**src/rtl/mips_pkg.sv**
```systemverilog
// Shared types for the forwarding/hazard logic: operand-select encoding,
// register-address width and the destination tag carried down the pipe.
package mips_pkg;

   localparam int REG_AW = 5;

   typedef enum logic [1:0] {
      FWD_RF    = 2'b00,
      FWD_EXMEM = 2'b01,
      FWD_MEMWB = 2'b10,
      FWD_IMM   = 2'b11
   } fwd_sel_e;

   typedef struct packed {
      logic              valid;
      logic [REG_AW-1:0] dst;
      logic              reg_write;
   } dst_tag_t;

   // r0 is hardwired to zero, so a write to it is never a forwarding source.
   function automatic logic tag_hit(input dst_tag_t t, input logic [REG_AW-1:0] r);
      return t.valid && t.reg_write && (t.dst == r) && (r != '0);
   endfunction

endpackage

```
**src/rtl/dst_tag_stage.sv**
```systemverilog
// One pipeline slot of destination-register tracking; bubble loads an empty tag.
module dst_tag_stage
   import mips_pkg::*;
(
   input  logic     clk,
   input  logic     rst_n,
   input  logic     bubble,
   input  dst_tag_t d,
   input  logic     d_mem_read,
   output dst_tag_t q,
   output logic     q_mem_read
);

   always_ff @(posedge clk or negedge rst_n) begin
      if (!rst_n) begin
         q          <= '0;
         q_mem_read <= 1'b0;
      end else if (bubble) begin
         q          <= '0;
         q_mem_read <= 1'b0;
      end else begin
         q          <= d;
         q_mem_read <= d_mem_read;
      end
   end

endmodule

```
**src/rtl/fwd_hazard_unit.sv**
```systemverilog
// Operand-forwarding select generation and load-use stall detection for the
// instruction moving from ID into EX.
module fwd_hazard_unit
   import mips_pkg::*;
#(
   parameter int REG_AW = mips_pkg::REG_AW
) (
   input  logic              clk,
   input  logic              rst_n,
   input  logic              id_valid,
   input  logic [REG_AW-1:0] id_rs,
   input  logic [REG_AW-1:0] id_rt,
   input  logic [REG_AW-1:0] id_dst,
   input  logic              id_reg_write,
   input  logic              id_mem_read,
   input  logic              id_use_imm,
   input  logic              flush,
   output logic [1:0]        fwd_a_sel,
   output logic [1:0]        fwd_b_sel,
   output logic              stall
);

   dst_tag_t  id_tag, ex_tag, mem_tag, wb_tag;
   logic      ex_mem_read, mem_mem_read, wb_mem_read;
   logic      stall_c, ex_bubble;
   fwd_sel_e  a_nx, b_nx;
   logic      unused_tags;

   assign id_tag = '{valid: id_valid, dst: id_dst, reg_write: id_reg_write};

   dst_tag_stage u_ex (
      .clk(clk), .rst_n(rst_n), .bubble(ex_bubble),
      .d(id_tag), .d_mem_read(id_mem_read),
      .q(ex_tag), .q_mem_read(ex_mem_read)
   );

   dst_tag_stage u_mem (
      .clk(clk), .rst_n(rst_n), .bubble(1'b0),
      .d(ex_tag), .d_mem_read(1'b0),
      .q(mem_tag), .q_mem_read(mem_mem_read)
   );

   dst_tag_stage u_wb (
      .clk(clk), .rst_n(rst_n), .bubble(1'b0),
      .d(mem_tag), .d_mem_read(1'b0),
      .q(wb_tag), .q_mem_read(wb_mem_read)
   );

   // WB is tracked for pipeline visibility only; the register file handles
   // same-cycle write-then-read, so no select ever points at it.
   assign unused_tags = ^{wb_tag, mem_mem_read, wb_mem_read};

   always_comb begin
      stall_c = id_valid && !flush && ex_tag.valid && ex_mem_read &&
                (ex_tag.dst != '0) &&
                ((ex_tag.dst == id_rs) || (!id_use_imm && (ex_tag.dst == id_rt)));
      ex_bubble = flush || stall_c;
      a_nx = FWD_RF;
      b_nx = FWD_RF;
      if (!ex_bubble && id_valid) begin
         if (tag_hit(ex_tag, id_rs))       a_nx = FWD_EXMEM;
         else if (tag_hit(mem_tag, id_rs)) a_nx = FWD_MEMWB;
         if (id_use_imm)                   b_nx = FWD_IMM;
         else if (tag_hit(ex_tag, id_rt))  b_nx = FWD_EXMEM;
         else if (tag_hit(mem_tag, id_rt)) b_nx = FWD_MEMWB;
      end
   end

   assign stall = stall_c;

   always_ff @(posedge clk or negedge rst_n) begin
      if (!rst_n) begin
         fwd_a_sel <= FWD_RF;
         fwd_b_sel <= FWD_RF;
      end else begin
         fwd_a_sel <= a_nx;
         fwd_b_sel <= b_nx;
      end
   end

endmodule

```
**config.mk**
```make
export PLATFORM = sky130hd
export DESIGN_NAME = fwd_hazard_unit
export DESIGN_NICKNAME = d
export VERILOG_FILES = /design/src/rtl/mips_pkg.sv /design/src/rtl/dst_tag_stage.sv /design/src/rtl/fwd_hazard_unit.sv
export SDC_FILE = /design/constraint.sdc
export NUM_CORES = 1
export LEC_CHECK = 0
export CAP_MARGIN = 25
export CORE_MARGIN = 2
export CORE_UTILIZATION = 46
export DETAILED_ROUTE_END_ITERATION = 8
export PLACE_DENSITY = 0.77
export SKIP_CTS_REPAIR_TIMING = 1
export SLEW_MARGIN = 40
export SYNTH_ARGS = -nofsm -noshare
export SYNTH_HDL_FRONTEND = slang
export SYNTH_SLANG_ARGS = --single-unit
```
**constraint.sdc**
```tcl
create_clock -name clk -period 3.8 [get_ports clk]
set_input_delay 1.14 -clock clk [delete_from_list [all_inputs] [get_ports clk]]
set_output_delay 1.14 -clock clk [all_outputs]
set_load 0.01 [all_outputs]
```
==> results.cfg <==
[run_status]
outcome = completed

[setup_path]
end_kind = output pin
reg2reg_slack_ns = 1.87
ff2ff_path_depth = 5
cp_max_fo = 2
worstReg2RegEnd = fwd_a_sel[0]
crit_required_ns = 2.66
critPathKind = in -> out
crit_buf_inv = 2
crit_path_start = id_rt[4]
r2r-start = u_ex.q[4]
worstPathArrival_ns = 2.52
path_cells = clkdlybuf4s50_1, xor2_1, nor2_1, nand3_2, a2111oi_4, buf_2
cpPeakStageDelay_ns = 0.44
cpMaxStageDelayCell = clkdlybuf4s50_1
critPathTopFamily = buffers and inverters
cp-start-kind = primary input

[die]
die_w_um = 49.62
die_h_um = 49.62
core-area_mm2 = 0.001962
initial_utilization_pct = 48.79
ios = 27
row_count = 16
die_area_mm2 = 0.002462

[synthesis]
synth_seq_area_share_pct = 49.67
yosysWarningCount = 0
synth-edff-count = 0
ys_seq_elements = 19
synth_fp_nets = 106
synthArstFlopShare_pct = 100.0
ys_types = 25
syn_area_um2 = 957.2
ys.flop_type = dfrtp_1
avgSynthCellArea_um2 = 11.39
netlist_instances = 84

[clock_network]
cts_tree = built
cts.htree.levels = 1
clk_pin_slew_ns = 0.10
cts_made_buffers = 3
clock_latency_ns = 0.28
clk_path_buf_depth = 2
cts-root-buf = clkbuf_4
clock_sinks = 19

[placement]
placed_cell_area_mm2 = 0.001349
post-place-ws_ns = -0.5106
hpwlAfterDp_um = 1617
globalplace.congestion = 0.8711
io_buffers = 26
post-place-cells = 150

[routing]
drc = 0
first_pass_iters = 4
dr_total_vias = 778
viasPerCell = 5.052
drt-initial-drc-count = 11
wl_um = 1956
ant_nets = 0
wl_per_cell_um = 12.70

[min_path]
min_path_type = reg -> reg
hold_depth = 0
hp-start = u_ex.q[0]
min_to = u_mem.q[0]

[power]
vdd_drop_max_mv = 0.2385
p_leak_nw = 0.6532
power_density_mw_per_mm2 = 281.9

[flow_run]
drv_cap = 0

[sta]
setup_viol_count_final = 0
whs_ns = 0.4241
grt_setup_unrepaired = no
post-route-period-util_pct = 96.34
final_hold_viol_count = 0
layout_setup_ws_ns = 0.1390
skew_ns = 0.004934
fmax_ghz = 0.2732
post-route-min-period_ns = 3.661
drv_slew = 0
tightest_slew_ns = 0.3827
max_slew_margin_pct = 74.49

[finish]
antenna_cells = 0
layout.cells.non_filler = 154
layout_commonest_cell = dfrtp_1
final_cell_mix = dfrtp_1, clkdlybuf4s50_1, buf_4
areaGrowthSynthToFinish_pct = 44.84
post-route-util_pct = 70.66
final_area_mm2 = 0.001386
final_nets = 150
n_fill_cell = 163
drive_gt1_share_pct = 21.26

[global_routing]
antenna_found_initial = 0
overflow = 0
grtUsageTotal_pct = 17.09
grt_pass1_vias = 758
grt_start_max_net_pins = 20
grt_pass1_wl_um = 3174
-- worst register-to-register path, stage by stage, from the launching register on --
cell	delay, ns
dfrtp_1	0.45
or4_2	0.67
nor2_1	0.19
a2111oi_4	0.08
buf_4	0.19
nor4_1	0.25
-- worst max-delay path by stage --
| stage | end | cells past startpoint |
|---|---|---|
| 2_1_floorplan | stall | 5 |
| 3_3_place_gp | stall | 6 |
| 3_5_place_dp | stall | 6 |
| 4_1_cts | stall | 6 |
| 5_1_grt | stall | 6 |
| 6_report | stall | 6 |
-- per-layer routing --
metal	track usage (%)	wire [um]	vias up
met5	0	0	-
met2	30.67	1063	18
met4	5.556	8	0
li1	-	-	383
met1	20.12	804	375
met3	3.636	80	2
-- flip-flops by register name, indices dropped and copies added (netlist names) --
name,count
u_ex.q,7
fwd_b_sel,2
u_ex.q_mem_read,1
u_mem.q,7
fwd_a_sel,2
-- area by class of cell --
| cell class | count | area [um^2] | area share (%) |
|---|---|---|---|
| Sequential cell | 19 | 475.5 | 34.30 |
| Multi-Input combinational cell | 61 | 461.7 | 33.30 |
| Timing Repair Buffer | 41 | 380.4 | 27.44 |
| Tap cell | 27 | 33.78 | 2.437 |
| Clock buffer | 3 | 22.52 | 1.625 |
| Inverter | 2 | 7.507 | 0.5415 |
| Clock inverter | 1 | 5.005 | 0.3610 |
-- cell usage after synthesis, types with 2 or more instances --
master	count	area (um^2)
a2111oi_4	2	55.05
nor4_1	3	18.77
xnor2_1	4	35.03
nand3_1	2	10.01
inv_1	2	7.510
xor2_1	12	105.1
nor2_1	6	22.52
nor2b_1	3	18.77
dfrtp_1	19	475.5
nor3b_1	7	52.55
nand2b_1	3	18.77
nand2_1	4	15.01
nor3_1	5	25.02
-- where the power goes --
part	switching (mW)	leakage, nW	internal [mW]
Sequential	0.00819	0.248	0.211
Combinational	0.0312	0.387	0.0464
Clock	0.0550	0.0177	0.0390
Total	0.0944	0.653	0.296
-- metrics by stage --
| stage | power, mW | TNS (ns) |
|---|---|---|
| detailed placement | 0.3020 | -0.5106 |
| finish | 0.3909 | 0 |
| global placement | 0.2996 | -0.5122 |
| floorplan | 0.2530 | 0 |
| CTS | 0.3958 | -0.5260 |
| global route | 0.4138 | 0 |
-- cells by family after synthesis --
group                     count (synthesis)  synth area share [%]
DFF                                      19                 49.67
and+or+nand+nor                          39                 24.05
AOI/OAI and AO/OA                         6                 9.282
buffers and inverters                     4                 2.353
xor gates and xnor gates                 16                 14.64
(Power assumes the default switching activity.)
